File: config.mk
export PLATFORM = sky130hd
export DESIGN_NAME = rng_sample_buffer
export DESIGN_NICKNAME = d
export VERILOG_FILES = /design/src/rtl/rng_pkg.sv /design/src/rtl/rng_sync_fifo.sv /design/src/rtl/rng_sample_buffer.sv
export SDC_FILE = /design/constraint.sdc
export NUM_CORES = 1
export LEC_CHECK = 0
export CORE_ASPECT_RATIO = 0.5
export CORE_MARGIN = 2
export CORE_UTILIZATION = 39
export DETAILED_ROUTE_END_ITERATION = 12
export HOLD_SLACK_MARGIN = 0.02
export PLACE_DENSITY = 0.6
export SYNTH_ARGS = -nofsm -noshare
export SYNTH_HDL_FRONTEND = slang
export SYNTH_SLANG_ARGS = --single-unit
File: constraint.sdc
create_clock -name clk_in -period 3 [get_ports clk_in]
set_input_delay 0.6 -clock clk_in [delete_from_list [all_inputs] [get_ports clk_in]]
set_output_delay 0.6 -clock clk_in [all_outputs]
set_load 0.02 [all_outputs]
File: src/rtl/rng_pkg.sv
// -----------------------------------------------------------------------------
// rng_pkg
// Shared constants and types for the RNG sample path.
//   RNG_W             generator sample width; the buffer's DATA_W must match it
//   RNG_DEPTH_DEFAULT default number of sample FIFO entries (power of two)
//   RNG_OVF_W_DEFAULT default width of the saturating overflow counter
//   rng_sample_t      one raw generator sample
// -----------------------------------------------------------------------------
package rng_pkg;

    localparam int RNG_W             = 16;
    localparam int RNG_DEPTH_DEFAULT = 8;
    localparam int RNG_OVF_W_DEFAULT = 16;

    typedef logic [RNG_W-1:0] rng_sample_t;

endpackage : rng_pkg

File: src/rtl/rng_sync_fifo.sv
// -----------------------------------------------------------------------------
// rng_sync_fifo
// Single-clock first-word-fall-through FIFO holding raw RNG samples.
// DEPTH must be a power of two (2..256) so the pointers wrap naturally.
// The occupancy is held in its own register (0..DEPTH) rather than being
// derived from the pointers.
//
// Ports
//   clk_in     input   clock
//   rst_n      input   synchronous active-low reset
//   push       input   write request; ignored when full unless a pop is
//                      accepted in the same cycle
//   push_data  input   [DATA_W] data written on an accepted push
//   pop        input   read request; ignored when empty
//   head       output  [DATA_W] entry at the read pointer
//   full       output  count == DEPTH
//   empty      output  count == 0
//   count      output  [clog2(DEPTH)+1] current number of entries
// -----------------------------------------------------------------------------
module rng_sync_fifo
    import rng_pkg::*;
#(
    parameter int DEPTH  = RNG_DEPTH_DEFAULT,
    parameter int DATA_W = RNG_W
) (
    input  logic                     clk_in,
    input  logic                     rst_n,
    input  logic                     push,
    input  logic [DATA_W-1:0]        push_data,
    input  logic                     pop,
    output logic [DATA_W-1:0]        head,
    output logic                     full,
    output logic                     empty,
    output logic [$clog2(DEPTH):0]   count
);

    localparam int AW = $clog2(DEPTH);
    localparam int CW = AW + 1;

    logic [DATA_W-1:0] mem [DEPTH];
    logic [AW-1:0]     wr_ptr;
    logic [AW-1:0]     rd_ptr;
    logic              do_push;
    logic              do_pop;

    assign full  = (count == CW'(DEPTH));
    assign empty = (count == '0);

    assign do_pop  = pop & ~empty;
    // A pop in the same cycle frees the slot the full FIFO needs.
    assign do_push = push & (~full | do_pop);

    // Always reads the array, so the head is a defined value even when empty.
    assign head = mem[rd_ptr];

    always_ff @(posedge clk_in) begin
        if (!rst_n) begin
            wr_ptr <= '0;
            rd_ptr <= '0;
            count  <= '0;
            // Contents are cleared only so an empty head never reads as X.
            for (int i = 0; i < DEPTH; i++) begin
                mem[i] <= '0;
            end
        end else begin
            if (do_push) begin
                mem[wr_ptr] <= push_data;
                wr_ptr      <= wr_ptr + AW'(1);
            end
            if (do_pop) begin
                rd_ptr <= rd_ptr + AW'(1);
            end
            case ({do_push, do_pop})
                2'b10:   count <= count + CW'(1);
                2'b01:   count <= count - CW'(1);
                default: count <= count;
            endcase
        end
    end

endmodule : rng_sync_fifo

File: src/rtl/rng_sample_buffer.sv
// -----------------------------------------------------------------------------
// rng_sample_buffer
// Captures one sample per rising edge of the generator's ready level into a
// small FIFO and presents it on a valid/ready stream. Samples arriving while
// the FIFO is full are dropped and counted in a saturating counter.
//
// Build option
//   RNG_RANGE_EN  when defined, adds range_in and maps the head into
//                 [0, range_in) with a multiply-shift; the FIFO keeps raw
//                 samples. When undefined, out_data is the raw head.
//
// Ports
//   clk_in        input   clock shared with the generator
//   rst_n         input   synchronous active-low reset
//   rng_data_in   input   [DATA_W] generator sample, stable while ready high
//   rng_ready_in  input   generator ready level; rising edge = new sample
//   range_in      input   [DATA_W] mapping range (RNG_RANGE_EN only)
//   out_data      output  [DATA_W] FIFO head (first-word-fall-through)
//   out_valid     output  FIFO not empty
//   out_ready     input   consumer takes out_data this cycle
//   fill_level    output  [clog2(DEPTH)+1] entries currently held
//   overflow_cnt  output  [OVF_W] dropped samples, saturating
// -----------------------------------------------------------------------------
module rng_sample_buffer
    import rng_pkg::*;
#(
    parameter int DEPTH  = RNG_DEPTH_DEFAULT,
    parameter int DATA_W = RNG_W,
    parameter int OVF_W  = RNG_OVF_W_DEFAULT
) (
    input  logic                     clk_in,
    input  logic                     rst_n,
    input  logic [DATA_W-1:0]        rng_data_in,
    input  logic                     rng_ready_in,
`ifdef RNG_RANGE_EN
    input  logic [DATA_W-1:0]        range_in,
`endif
    output logic [DATA_W-1:0]        out_data,
    output logic                     out_valid,
    input  logic                     out_ready,
    output logic [$clog2(DEPTH):0]   fill_level,
    output logic [OVF_W-1:0]         overflow_cnt
);

    logic [DATA_W-1:0] data_q;
    logic              rdy_q;
    logic              rdy_qq;
    logic              capture;
    logic              pop;
    logic              drop;
    logic              fifo_full;
    logic              fifo_empty;
    logic [DATA_W-1:0] head;

    // Ready history resets high so a level already high at reset release is
    // not mistaken for a fresh sample.
    always_ff @(posedge clk_in) begin
        if (!rst_n) begin
            data_q <= '0;
            rdy_q  <= 1'b1;
            rdy_qq <= 1'b1;
        end else begin
            data_q <= rng_data_in;
            rdy_q  <= rng_ready_in;
            rdy_qq <= rdy_q;
        end
    end

    assign capture = rdy_q & ~rdy_qq;
    assign pop     = out_valid & out_ready;
    assign drop    = capture & fifo_full & ~pop;

    rng_sync_fifo #(
        .DEPTH  (DEPTH),
        .DATA_W (DATA_W)
    ) u_fifo (
        .clk_in    (clk_in),
        .rst_n     (rst_n),
        .push      (capture),
        .push_data (data_q),
        .pop       (pop),
        .head      (head),
        .full      (fifo_full),
        .empty     (fifo_empty),
        .count     (fill_level)
    );

    assign out_valid = ~fifo_empty;

    always_ff @(posedge clk_in) begin
        if (!rst_n) begin
            overflow_cnt <= '0;
        end else if (drop && (overflow_cnt != '1)) begin
            overflow_cnt <= overflow_cnt + OVF_W'(1);
        end
    end

`ifdef RNG_RANGE_EN
    // Upper half of the full-width product lands in [0, range_in).
    logic [2*DATA_W-1:0] range_prod;

    assign range_prod = {{DATA_W{1'b0}}, head} * {{DATA_W{1'b0}}, range_in};
    assign out_data   = range_prod[2*DATA_W-1:DATA_W];
`else
    assign out_data = head;
`endif

endmodule : rng_sample_buffer

* Yosys cells after proc, flatten, opt, wreduce, memory -nomap -nowiden
Memory sizes are Yosys's and may differ from the RTL's. A register that Yosys moved wholly into a read port is not among the register bits.
Index checks and enable logic that the tools add are counted.
** Word-level totals
- Register bits after elaboration :: 44
- Memory bits (writable) :: 128
- Input port bits :: 20
- Output and inout port bits :: 37
- Word-level logic and storage cells :: 42
- Memories :: 1
** Cells by class
- Add/sub/neg operators :: 5
- Equal/unequal tests :: 4
- Mux-type cells :: 10
- Bitwise operators :: 11
- Reductions and logical operators :: 4
** Memories
- u_fifo.mem :: depth 8, width 16, rd ports 1, clocked after memory_dff 1, write ports 8, RTL line rng_sync_fifo.sv:40 : logic [DATA_W-1:0] mem [DEPTH];
** Operators with widths (number)
- adder 16 x 1 -> 16 bit, second input constant :: 1
- 2-to-1 mux 16 bit :: 1
- inequality test 16 bit, second input constant :: 1
- OR reduction 16 bit :: 1
- 2-to-1 mux 3 bit :: 3
- one-hot mux 4 bit (2 select lines) :: 1
- adder 3 x 1 -> 3 bit, second input constant :: 2
- AND 1 bit :: 6
- 2-to-1 mux 1 bit :: 5
- adder 4 x 1 -> 4 bit, second input constant :: 1
- == test 4 bit, second input constant :: 1
- logical NOT 4 bit :: 1
- NOT 1 bit :: 4
- subtractor 4 x 1 -> 4 bit, second input constant :: 1
- == test 2 x 1 -> 1 bit, second input constant :: 1
- == test 2 bit, second input constant :: 1
- nonzero test 2 bit :: 1
- logical AND 1 bit :: 1
- OR 1 bit :: 1

* Depth between registers and ports, before layout
Gate-level depths: netlist (run 1).
- Word-level depth :: 11
- Depth in mapped cells :: 8

* By module
A second synthesis (run 1) with hierarchy kept.
** Second synthesis, totals
- Cells, all modules :: 589
- Area, all modules :: 7633.6 um^2
** Modules (own cells, without submodules)
- rng_sync_fifo :: instances 1, cells an instance 457, area each 6351.1 um^2
- rng_sample_buffer :: instances 1, cells an instance 132, area each 1282.5 um^2

* Worst setup path after synthesis (run 1)
Ideal clock, no wire load.
- Path kind :: input to register
- Start :: in out_ready
- End :: mem u_fifo.mem[7][0] (netlist name) (enable)
- Setup time :: 0.411 ns
- Arrival time :: 2.335 ns
- Data required time :: 2.589 ns
- Setup slack :: 0.253 ns
- Cell stages on the path :: 4
- Path buffers :: 1
- Cells stage by stage :: buf_2 nand2b_1 o211ai_4 o21ai_0
** RTL lines
- from (decl) :: RTL line rng_sample_buffer.sv:40 : input logic out_ready,
- to (decl) :: RTL line rng_sync_fifo.sv:40

==> results of run 1 <==
==> per-stage QoR <==
stage                     cell area [um^2]  setup WS [ps]  hold slack [ps]  utilization, %
final                                 9430            218              489            48.2
after global routing                  9430            132              505            48.2
after CTS                             9410          0.556              495            48.1
after detailed placement              8840            384              481            45.2
after global placement                8840            392              471            45.2
after floorplan                       7810            253              457               -
==> state kept, by name (all words and copies together), names as in the netlist, named ones only <==
register and count:
u_fifo.mem 128, data_q 16, u_fifo.rd_ptr 3, u_fifo.count 4, rdy_q 1, overflow_cnt 16, rdy_qq 1, u_fifo.wr_ptr 3
==> how the worst max path moves through the flow <==
stage	from	endpoint	slack (ps)	cells after the start
final	flop	out_data[3]	220	3
after global routing	flop	out_data[3]	130	4
after CTS	flop	out_data[11]	0.6	4
after floorplan	out_ready	u_fifo.mem[7][0]$_SDFFCE_PN0P_	250	4
after detailed placement	flop	out_data[5]	380	4
after global placement	flop	out_data[15]	390	4
==> layer usage <==
layer / routed length [um] / GRT usage (%) / up-vias / share of wire [%]
met5: 0 / 0 / - / 0
met4: 135 / 3.93 / 0 / 0.79
met3: 628 / 3.51 / 13 / 3.7
met2: 7850 / 26.5 / 85 / 46
met1: 8480 / 24.5 / 2327 / 50
li1: - / - / 2196 / -
==> area by class of cell <==
cell class                 count  share of cell area, %
timing repair buffer          81                   8.93
sequential                   175                   50.8
tap                          266                   3.53
clock buffer                  18                   4.55
multi-input combinational    347                   30.5
inverter                       3                  0.119
clock inverter                14                   1.54
==> power breakdown <==
group	switching [uW]	total, uW	internal (uW)
Combinational	531	1120	592
Clock	1040	2150	1110
Sequential	109	2800	2690
Total	1680	6080	4400
==> cells by family after synthesis <==
logic type                 count (synthesis)  share of synthesized area, %
muxes                                     54                          12.3
xor gates and xnor gates                   6                         0.673
and+or+nand+nor                          241                          19.5
DFF                                      175                          61.3
adders and majority gates                  4                         0.641
AOI/OAI and AO/OA                         42                          3.77
buffers and inverters                     33                          1.86
==> worst max-delay path, delay by kind of cell (launching register included) <==
family | cells | cell delay, ps
buffers and inverters | 1 | 540
flip-flops | 1 | 420
multiplexers | 2 | 810
==> cell usage after synthesis, types with 6 or more instances <==
library cell,instances
edfxtp_1,128
mux2i_1,6
and2_1,145
nand2b_1,18
buf_2,6
o31ai_1,6
mux2_2,16
mux4_2,32
nor2_1,11
nand4_1,8
dfxtp_1,47
nand2_1,18
o21ai_0,8
clkbuf_1,19
nand3_1,8
a21oi_1,15
or4_1,6
==> what timing repair did <==
item / 4_1_cts / 5_1_grt
hold buffers: 0 / 0
gates resized for setup: 8 / 8
endpoints found under the setup margin: 15 / 8
setup buffers: 0 / 0
==> flow_summary.ini, run 1 <==
[placed_design]
place_inst = 872
numPortBuffers = 56
dpl.hpwl_um = 10100
gp_congestion = 0.751

[power]
ir_drop_uv = 445
p_per_area_nw_per_um2 = 644
p_leak_uw = 0.00341
finalPower_uw = 6080

[drt]
drtIter0Drc = 358
wl_per_cell_um = 18.9
drt-total-wl_um = 17100
vias = 4621
drc = 0
ant_nets = 0
first_pass_iters = 4
vias_per_cell = 5.11

[worst_setup_path]
worstSetupPathType = flop to output port
timing.rr.start = rdy_q$_SDFF_PN1_
r2r_end = u_fifo.mem[1][14]$_SDFFCE_PN0P_
cpMaxStageDelayCell = clkdlybuf4s50_1
r2r_setup_slack_ps = 800
endpoint_kind = output port
crit_required_ps = 2400
critPathArrivalTime_ps = 2180
cp_max_fo = 5
start_kind = flop
cpPeakStageDelay_ps = 540
path_cells = mux4_2, mux2_2, clkdlybuf4s50_1
rr_worst_depth = 6

[sta]
hold_viol = 0
finalMaxSlewViolations = 0
tns_ps = 0
max_slew_margin_pct = 57.6
worst_pin_slew_ps = 628
rsz0062_at_grt = false
finalSetupViolCount = 0
fin_crit_sh_pct = 92.7
skew_ps = 14.3
clock.fmax_mhz = 359
period_minus_slack_ps = 2780

[layout]
final_layout_size_suffix_gt1_share_pct = 18.3
final_cells = 904
final_common_cell = and2_1
seq_area_um2 = 4790
antenna_cells = 0
nNetsFinal = 649
multi_input_area_um2 = 2880
fill_cells = 1724
layout_common_cells = 145 x and2_1, 128 x edfxtp_1, 46 x dfxtp_1
syn_to_final_growth_pct = 20.7

[clocking]
h-tree-depth = 4
cts_sinks = 175
clockBufferDepth = 2
clk_pin_slew_ps = 70
cts_buffers = 17
cts_tree = built
root_buffer = clkbuf_16
clkLatencyLatePin_ps = 430

[floorplan]
core-area_um2 = 19500
ios = 57
fp.dieH_um = 104
fp-row-count = 36
die_w_um = 204
dieArea_um2 = 21200
initial_core_util_pct = 39.9

[run]
cap_viol_max_count = 0

[hold_path]
hold_start = overflow_cnt[15]$_SDFFE_PN0P_
holdPathEnd = overflow_cnt[15]$_SDFFE_PN0P_
hp-class = flop to flop
hold_depth = 2

[yosys]
synth_top_area_share_pct = 49.2
syn_inst = 555
yosys_warnings = 0
synth-edff-count = 128
yosys.area.top_type = edfxtp_1
syn_area_um2 = 7810
yosysSeqAreaShare_pct = 61.3
synth_area_leaders = edfxtp_1 49%, dfxtp_1 12%, and2_1 12%
syn_area_per_cell_um2 = 14.1
ys.flop_type = edfxtp_1
syn_nets = 579
synthArstFlopShare_pct = 0
synth-seq-cells = 175
ys_types = 51

[grt]
antenna_found_initial = 0
globalRouteOverflowTotal = 0
grt_max_degree = 33
grt_pass1_wl_um = 27000
grt_usage_pct = 17.0
grt_pass1_vias = 4746

[status]
status = completed
Note: power is estimated with default switching activity, not from simulation.
==> inputs of run 2 (changes only) <==
- CORE_UTILIZATION: 39 -> 30
- PLACE_DENSITY: 0.6 -> 0.49
==> flow_summary.ini, run 2 (synthesis gave the netlist of run 1 again) <==
[status]
status = completed

[worst_setup_path]
path_cells = buf_12, mux4_2, mux2_2, dlygate4sd2_1
crit_buf_inv = 2
endpoint_kind = output port
cpMaxStageDelayCell = mux4_2
crit_required_ps = 2400
cpPeakStageDelay_ps = 510
worstSetupPathType = flop to output port
critPathArrivalTime_ps = 2230
cp_max_fo = 15
start_kind = flop
critPathTopFamily = multiplexers

[placed_design]
dpl.hpwl_um = 11100
pre_cts_slack_ps = 283
numPortBuffers = 56
gp_congestion = 0.709

[layout]
top_regs = u_fifo.mem x128, data_q x16, overflow_cnt x16
nNetsFinal = 654
syn_to_final_growth_pct = 22.4
layout_common_cells = 145 x and2_1, 128 x edfxtp_1, 46 x dfxtp_1
largest_reg_flops = 128
final_layout_size_suffix_gt1_share_pct = 18.8
fill_cells = 2414
antenna_cells = 0
final_common_cell = and2_1
largest-register = u_fifo.mem
utilization_pct = 37.6

[sta]
worst_pin_slew_ps = 651
tns_ps = 0
hold_viol = 0
finalMaxSlewViolations = 0
setup_ws_ps = 172
rsz0062_at_grt = false
clock.fmax_mhz = 354
skew_ps = 12.0
period_minus_slack_ps = 2830
finalSetupViolCount = 0
fin_crit_sh_pct = 94.3
max_slew_margin_pct = 56.1

[clocking]
cts_buffers = 17
cts_sinks = 175
root_buffer = clkbuf_16
h-tree-depth = 4
clockBufferDepth = 2
clkLatencyLatePin_ps = 440
cts_tree = built
clk_pin_slew_ps = 70
ctsHoldBuffers = 0

[floorplan]
initial_core_util_pct = 30.8
dieArea_um2 = 27400
core-area_um2 = 25400
fp.dieH_um = 118
ios = 57
die_w_um = 232
fp-row-count = 41

[drt]
wl_per_cell_um = 18.8
drtIter0Drc = 255
drc = 0
ant_nets = 0
vias = 4591
vias_per_cell = 4.65
drt-total-wl_um = 18600
first_pass_iters = 4

[grt]
grt_usage_pct = 14.5
grt_pass1_vias = 4731
grt_pass1_wl_um = 29200
globalRouteOverflowTotal = 0
grt_max_degree = 33
antenna_found_initial = 0

[power]
ir_drop_uv = 407
p_leak_uw = 0.00339
p_per_area_nw_per_um2 = 655
finalPower_uw = 6260

[hold_path]
hp-class = flop to flop

[run]
cap_viol_max_count = 0
run 2: changes by cell type in the layout (fill, tap and decap cells not counted), moves of 2 or more:
cell,change
buf_4,+5
bufinv_16,+3
clkinv_1,+2
clkinv_2,+3
clkinv_4,+2
clkinv_8,-2
clkinvlp_4,-4
dlygate4sd2_1,+7
dlymetal6s2s_1,-8
inv_8,-2
run 2: worst reg2reg max path, cell delays in order, from the launching register on:
cell     delay, ps
dfxtp_1        420
o41ai_1        680
nor2_1         180
xor2_1         190
ha_1           210
a32oi_1        210
mux2i_1        190
run 2: final cells by class:
cell class / instances / area (um^2) / area share, %
Sequential cell: 175 / 4790 / 50.1
Multi-Input combinational cell: 347 / 2880 / 30.1
Timing Repair Buffer: 86 / 842 / 8.81
Tap cell: 344 / 430 / 4.50
Clock buffer: 17 / 425 / 4.45
Clock inverter: 15 / 181 / 1.90
Inverter: 3 / 11.3 / 0.118
run 2: final timing paths:
path	start	to	slack [ps]	cells past startpoint
worst max register to register	u_fifo.count[0]$_SDFFE_PN0P_	u_fifo.count[2]$_SDFFE_PN0P_	850	6
worst max-delay path	flop	out_data[5]	170	4
worst min-delay path	u_fifo.rd_ptr[1]$_SDFFE_PN0P_	u_fifo.rd_ptr[1]$_SDFFE_PN0P_	500	2
worst min register to register	u_fifo.rd_ptr[1]$_SDFFE_PN0P_	u_fifo.rd_ptr[1]$_SDFFE_PN0P_	500	2
run 2: per-stage QoR:
stage	instances	cell area, um^2	hold slack, ps
CTS	987	9560	496
detailed placement	955	8960	486
floorplan	555	7810	457
finish	987	9560	497
global route	987	9560	534
global placement	955	8960	474
run 2: metal layers:
layer | track usage [%] | wire [um]
met1 | 20.4 | 8940
met2 | 21.9 | 8550
met3 | 3.17 | 846
met4 | 4.93 | 241
met5 | 0 | 0
run 2: repair_timing:
item,4_1_cts,5_1_grt
setup buffers,0,0
endpoints found under the setup margin,14,0
gates resized for setup,16,0
run 2: where the power goes:
part	leakage, uW	total [uW]	switching, uW	internal, uW
logic	0.00138	1120	541	577
registers	0.00171	2810	114	2700
clock network	0.000302	2330	1010	1320
total	0.00339	6260	1660	4600
==> inputs of run 3 (changes only) <==
- ABC_AREA: not set -> 0
==> results of run 3 <==
The final DEF is identical to that of run 2; final timing and power are the same.
